<file path="src/rtl/mem_pkg.sv">
// Shared types and defaults for the data-memory access unit.
package mem_pkg;

    localparam int ADDR_W_DEF    = 15;
    localparam int MEM_WORDS_DEF = 256;

    typedef enum logic [1:0] {
        SZ_BYTE = 2'b00,
        SZ_HALF = 2'b01,
        SZ_WORD = 2'b10,
        SZ_ILL  = 2'b11
    } size_e;

    typedef enum logic [1:0] {
        ST_IDLE,
        ST_READ,
        ST_WRITE,
        ST_RESP
    } state_e;

    // True when the access size is illegal or the byte lane breaks natural alignment.
    function automatic logic misaligned(input size_e size, input logic [1:0] lane);
        case (size)
            SZ_BYTE: misaligned = 1'b0;
            SZ_HALF: misaligned = lane[0];
            SZ_WORD: misaligned = (lane != 2'b00);
            default: misaligned = 1'b1;
        endcase
    endfunction

endpackage

</file>
<file path="src/rtl/mem_lane_align.sv">
// Little-endian lane handling: extract/extend for loads, byte/half merge for stores.
module mem_lane_align
    import mem_pkg::*;
(
    input  logic [31:0] word,
    input  logic [1:0]  lane,
    input  size_e       size,
    input  logic        sign_ext,
    input  logic [31:0] wdata,
    output logic [31:0] load_data,
    output logic [31:0] merge_data
);

    logic [7:0]  byte_v;
    logic [15:0] half_v;

    // NOTE: every output of a combinational block gets a default first so no latch is inferred.
    always_comb begin
        byte_v     = word[{lane, 3'b000} +: 8];
        half_v     = word[{lane[1], 4'b0000} +: 16];
        load_data  = word;
        merge_data = word;
        case (size)
            SZ_BYTE: begin
                load_data = {{24{sign_ext & byte_v[7]}}, byte_v};
                merge_data[{lane, 3'b000} +: 8] = wdata[7:0];
            end
            SZ_HALF: begin
                load_data = {{16{sign_ext & half_v[15]}}, half_v};
                merge_data[{lane[1], 4'b0000} +: 16] = wdata[15:0];
            end
            default: begin
                load_data  = word;
                merge_data = wdata;
            end
        endcase
    end

endmodule

</file>
<file path="src/rtl/mem_access_unit.sv">
// Initiator side of the data-memory port: request/response handshake, RMW for
// sub-word stores and extract/extend for sub-word loads.
module mem_access_unit
    import mem_pkg::*;
#(
    parameter int ADDR_W    = ADDR_W_DEF,
    parameter int MEM_WORDS = MEM_WORDS_DEF
) (
    input  logic              clk,
    input  logic              reset_n,
    input  logic              req_valid,
    output logic              req_ready,
    input  logic              req_we,
    input  logic [31:0]       req_addr,
    input  logic [1:0]        req_size,
    input  logic              req_signed,
    input  logic [31:0]       req_wdata,
    output logic              resp_valid,
    input  logic              resp_ready,
    output logic [31:0]       resp_rdata,
    output logic              resp_error,
    output logic [ADDR_W-1:0] mem_address,
    output logic              mem_write_en,
    output logic [31:0]       mem_write_data,
    input  logic [31:0]       mem_read_data
);

    state_e      state;
    logic [1:0]  lane_q;
    size_e       size_q;
    logic        signed_q;
    logic        we_q;
    logic [31:0] wdata_q;
    logic [31:0] load_data;
    logic [31:0] merge_data;
    logic        req_error;

    // Out of range covers both address bits above the memory port and unimplemented words.
    assign req_error = misaligned(size_e'(req_size), req_addr[1:0])
                     || (req_addr[31:ADDR_W+2] != '0)
                     || ((req_addr >> 2) >= 32'(MEM_WORDS));

    mem_lane_align u_align (
        .word       (mem_read_data),
        .lane       (lane_q),
        .size       (size_q),
        .sign_ext   (signed_q),
        .wdata      (wdata_q),
        .load_data  (load_data),
        .merge_data (merge_data)
    );

    // NOTE: sequential state uses non-blocking assignments only, so all registers update together.
    always_ff @(posedge clk or negedge reset_n) begin
        if (!reset_n) begin
            state          <= ST_IDLE;
            req_ready      <= 1'b1;
            resp_valid     <= 1'b0;
            resp_rdata     <= '0;
            resp_error     <= 1'b0;
            mem_address    <= '0;
            mem_write_en   <= 1'b0;
            mem_write_data <= '0;
            lane_q         <= '0;
            size_q         <= SZ_BYTE;
            signed_q       <= 1'b0;
            we_q           <= 1'b0;
            wdata_q        <= '0;
        end else begin
            case (state)
                ST_IDLE: begin
                    if (req_valid && req_ready) begin
                        req_ready <= 1'b0;
                        lane_q    <= req_addr[1:0];
                        size_q    <= size_e'(req_size);
                        signed_q  <= req_signed;
                        we_q      <= req_we;
                        wdata_q   <= req_wdata;
                        if (req_error) begin
                            resp_valid <= 1'b1;
                            resp_error <= 1'b1;
                            resp_rdata <= '0;
                            state      <= ST_RESP;
                        end else if (req_we && size_e'(req_size) == SZ_WORD) begin
                            mem_address    <= req_addr[ADDR_W+1:2];
                            mem_write_data <= req_wdata;
                            mem_write_en   <= 1'b1;
                            state          <= ST_WRITE;
                        end else begin
                            mem_address <= req_addr[ADDR_W+1:2];
                            state       <= ST_READ;
                        end
                    end
                end
                ST_READ: begin
                    if (we_q) begin
                        mem_write_data <= merge_data;
                        mem_write_en   <= 1'b1;
                        state          <= ST_WRITE;
                    end else begin
                        resp_rdata <= load_data;
                        resp_error <= 1'b0;
                        resp_valid <= 1'b1;
                        state      <= ST_RESP;
                    end
                end
                ST_WRITE: begin
                    // The memory write is level-sensitive: the strobe lasts exactly this one cycle.
                    mem_write_en <= 1'b0;
                    resp_rdata   <= '0;
                    resp_error   <= 1'b0;
                    resp_valid   <= 1'b1;
                    state        <= ST_RESP;
                end
                ST_RESP: begin
                    if (resp_ready) begin
                        resp_valid <= 1'b0;
                        req_ready  <= 1'b1;
                        state      <= ST_IDLE;
                    end
                end
                default: state <= ST_IDLE;
            endcase
        end
    end

endmodule

</file>
<file path="config.mk">
export PLATFORM = sky130hd
export DESIGN_NAME = mem_access_unit
export DESIGN_NICKNAME = d
export VERILOG_FILES = /design/src/rtl/mem_pkg.sv /design/src/rtl/mem_lane_align.sv /design/src/rtl/mem_access_unit.sv
export SDC_FILE = /design/constraint.sdc
export NUM_CORES = 1
export LEC_CHECK = 0
export CELL_PAD_IN_SITES_DETAIL_PLACEMENT = 1
export CELL_PAD_IN_SITES_GLOBAL_PLACEMENT = 1
export CORE_UTILIZATION = 38
export DETAILED_ROUTE_END_ITERATION = 8
export PLACE_DENSITY = 0.85
export SLEW_MARGIN = 20
export SYNTH_ARGS = -nofsm -noshare
export SYNTH_HDL_FRONTEND = slang
export SYNTH_HIERARCHICAL = 1
export SYNTH_SLANG_ARGS = --single-unit
</file>
<file path="constraint.sdc">
create_clock -name clk -period 3.35 [get_ports clk]
set_clock_uncertainty 0.1 [all_clocks]
set_input_delay 0.8375 -clock clk [delete_from_list [all_inputs] [get_ports clk]]
set_output_delay 0.8375 -clock clk [all_outputs]
set_load 0.03 [all_outputs]
</file>
==> flow_metrics.env <==
export IMPL_status="complete, no violations"
export IMPL_worstSetupPathType="register to register"
export IMPL_cp_num_buf_inv=0
export IMPL_hpwl_mm=18.4
export IMPL_maxCapViolations=0
export IMPL_cts_resized=0
export IMPL_cts_tree="built"
export IMPL_synthAdderAreaFrac_pct=1.72
export IMPL_hold_viol_final=0
export IMPL_antenna_found_initial=0
export IMPL_wl_mm=25.1
export IMPL_crit_family="simple AND/OR/NAND/NOR gates"
export IMPL_grt_pass1_wl_mm=40.0
export IMPL_synth_cell_types=56
export IMPL_worstMarginPinSlew_ns=1.02
export IMPL_ys_top_cells_by_area="dfrtp_1 (42%), mux2_2 (18%), mux2i_1 (5.8%)"
export IMPL_finalSetupViolations=0
export IMPL_initial_core_util_pct=38.8
export IMPL_io_buffers=186
export IMPL_finalHoldWorstSlack_ns=0.385
export IMPL_r2r_end="mem_write_data[16]$_DFFE_PN0P_"
export IMPL_yosysTopAreaCellShare_pct=41.9
export IMPL_cts_setup_buffers=0
export IMPL_avgSynthCellArea_um2=10.1
export IMPL_synth_mux_area_share_pct=24.0
export IMPL_synth_top_family_by_area="multiplexers"
export IMPL_cts_htree_levels=4
export IMPL_r2r_setup_slack_ns=0.47
export IMPL_finalNetCount=1019
export IMPL_cp_end_kind="register"
export IMPL_clkTransAtPathRegs_ns=0.06
export IMPL_boundaryPins=187
export IMPL_hp_class="input pin to asynchronous set/reset pin"
export IMPL_area_growth_pct=38.7
export IMPL_core_um2=18800
export IMPL_ir_worst_vdd_uv=549
export IMPL_critPathRequiredTime_ns=3.63
export IMPL_die_y_um=141
export IMPL_max_freq_mhz=347
export IMPL_drtIter0Drc=591
export IMPL_grt_usage_pct=26.6
export IMPL_avgRoutedWirePerCell_um=21.8
export IMPL_diodes=0
export IMPL_synth_edf_count=0
export IMPL_fin_crit_sh_pct=86.1
export IMPL_synth_common_cells="dfrtp_1 (122), mux2_2 (117), nand2_1 (96)"
export IMPL_async_flop_share_pct=100
export IMPL_drive_gt1_share_pct=21.0
export IMPL_viasPerCell=5.66
export IMPL_yosysSeqAreaShare_pct=42.2
export IMPL_ys_warn_count=6
export IMPL_leakage_nw=4.32
export IMPL_synth_most_common_cell="dfrtp_1"
export IMPL_worstReg2RegStart="size_q[1]$_DFFE_PN0P_"
export IMPL_die_area_um2=19700
export IMPL_rsz0062_at_grt="no"
export IMPL_fin_crit_ns=2.88
export IMPL_grt_start_max_net_pins=67
export IMPL_vias=6516
export IMPL_drc_errors=0
export IMPL_grt_pass1_vias=6925
export IMPL_grt_overflow=0
export IMPL_cp_cell_sequence="nor2_1 > nand3_1 > nor3b_2 > o2bb2ai_1 > mux2_2 > mux2_2"
export IMPL_ant_nets=0
export IMPL_slew_headroom_pct=31.6
export IMPL_dr_pass1_iters=5
export IMPL_rows=50
export IMPL_synthesis_instances=719
export IMPL_cpMaxStageDelayCell="nor3b_2"
export IMPL_ctsHoldBuffers=0
export IMPL_cellPowerDensity_nw_per_um2=1010
export IMPL_synth_compound_area_share_pct=14.1
export IMPL_fin_tns_setup_ns=0
export IMPL_synth_fp_nets=833
export IMPL_cpMostUsedCell="mux2_2"
export IMPL_synthesis_area_um2=7290
export IMPL_yosys_area_share_simple_pct=12.3
export IMPL_finalMaxSlewViolations=0
export IMPL_synth_xor_area_share_pct=0
export IMPL_gp_congestion=0.939
export IMPL_root_buffer="clkbuf_16"
export IMPL_cp_start_kind="register"
export IMPL_clock_latency_ns=0.44
export IMPL_cts_buffer_depth=2
export IMPL_die_x_um=141
export IMPL_ys_ff_latch=123
export IMPL_cts_buffers_inserted=17
export IMPL_r2r_cells=6
export IMPL_slowest_delay_ns=0.72
export IMPL_ys_flop_type="dfrtp_1"
export IMPL_cp_arrival_ns=3.16
export IMPL_worst_path_max_fanout=27
export IMPL_numClockSinks=123
export IMPL_yosysTopAreaCell="dfrtp_1"
-- state kept, by name, summed over array words and instances, names as in the netlist --
signal	count
mem_write_data	32
resp_rdata	32
wdata_q	32
mem_address	15
lane_q	2
size_q	2
state	2
mem_write_en	1
req_ready	1
resp_error	1
resp_valid	1
signed_q	1
we_q	1
-- cells by family after synthesis --
family,after synthesis
compound gates,148
buf+inv,96
simple gates,182
fa+ha+maj,10
flops,123
mux,160
-- metrics by stage --
stage	std cells	worst slack, ns	util [%]	instance area, um2	total power [mW]
2_1_floorplan	719	0.645	-	7290	6.12
3_3_place_gp	1120	0.182	50.5	9470	7.88
3_5_place_dp	1120	0.0257	50.5	9470	8.08
4_1_cts	1152	0.484	53.9	10100	10.2
5_1_grt	1152	0.309	53.9	10100	10.7
6_report	1152	0.467	53.9	10100	10.2
-- where the power goes --
group / internal, mW / switching [mW] / total, mW
clock: 1.26 / 0.756 / 2.02
sequential: 2.07 / 0.546 / 2.62
combinational: 2.45 / 3.09 / 5.54
total: 5.78 / 4.39 / 10.2
-- cells in the final DEF (no fill, tap or decap), drive strengths merged, types with 2 or more instances in the layout --
master,count
clkdlybuf4s50,185
dfrtp,122
mux2,118
nand2,96
inv,57
a21oi,44
mux2i,42
o21ai,29
buf,27
nor2,26
clkbuf,17
nor2b,14
a221o,13
a22o,11
ha,10
nand2b,9
a221oi,8
a31oi,7
o2bb2ai,7
a222oi,7
and3,6
o211ai,6
nor4,6
a21o,5
nand3,5
nor3,4
bufinv,4
and2b,3
or2,3
nor4b,3
clkinv,3
a2bb2oi,2
a311oi,2
clkinvlp,2
nor3b,2
-- final cells by class --
cell class / count / area [um2]
clock inverter: 15 / 213
tap: 234 / 293
clock buffer: 17 / 425
inverter: 51 / 191
multi-input combinational: 500 / 3830
sequential: 123 / 3080
timing repair buffer: 212 / 2080
fill: 2056 / 8660
-- how the worst max path moves through the flow --
stage                          start                        endpoint  slack [ns]  cells after the start
4_1_cts                  req_size[0]  mem_write_data[17]$_DFFE_PN0P_        0.48                      6
6_report       size_q[1]$_DFFE_PN0P_  mem_write_data[16]$_DFFE_PN0P_        0.47                      6
5_1_grt        size_q[1]$_DFFE_PN0P_  mem_write_data[21]$_DFFE_PN0P_        0.31                      6
2_1_floorplan           req_addr[23]   mem_write_data[7]$_DFFE_PN0P_        0.64                      6
3_3_place_gp             req_size[0]   mem_write_data[3]$_DFFE_PN0P_        0.18                      6
3_5_place_dp             req_size[0]  mem_write_data[17]$_DFFE_PN0P_        0.03                      6
-- per-layer routing --
layer / GRT usage (%) / part of all wire (%) / vias up / wire [um]
li1: - / - / 2931 / -
met1: 34.4 / 42 / 3281 / 10600
met2: 43.9 / 49 / 254 / 12300
met3: 4.55 / 5.6 / 50 / 1400
met4: 11.7 / 3.1 / 0 / 787
met5: 0 / 0 / - / 0
Power figures use the tool's default switching activity.
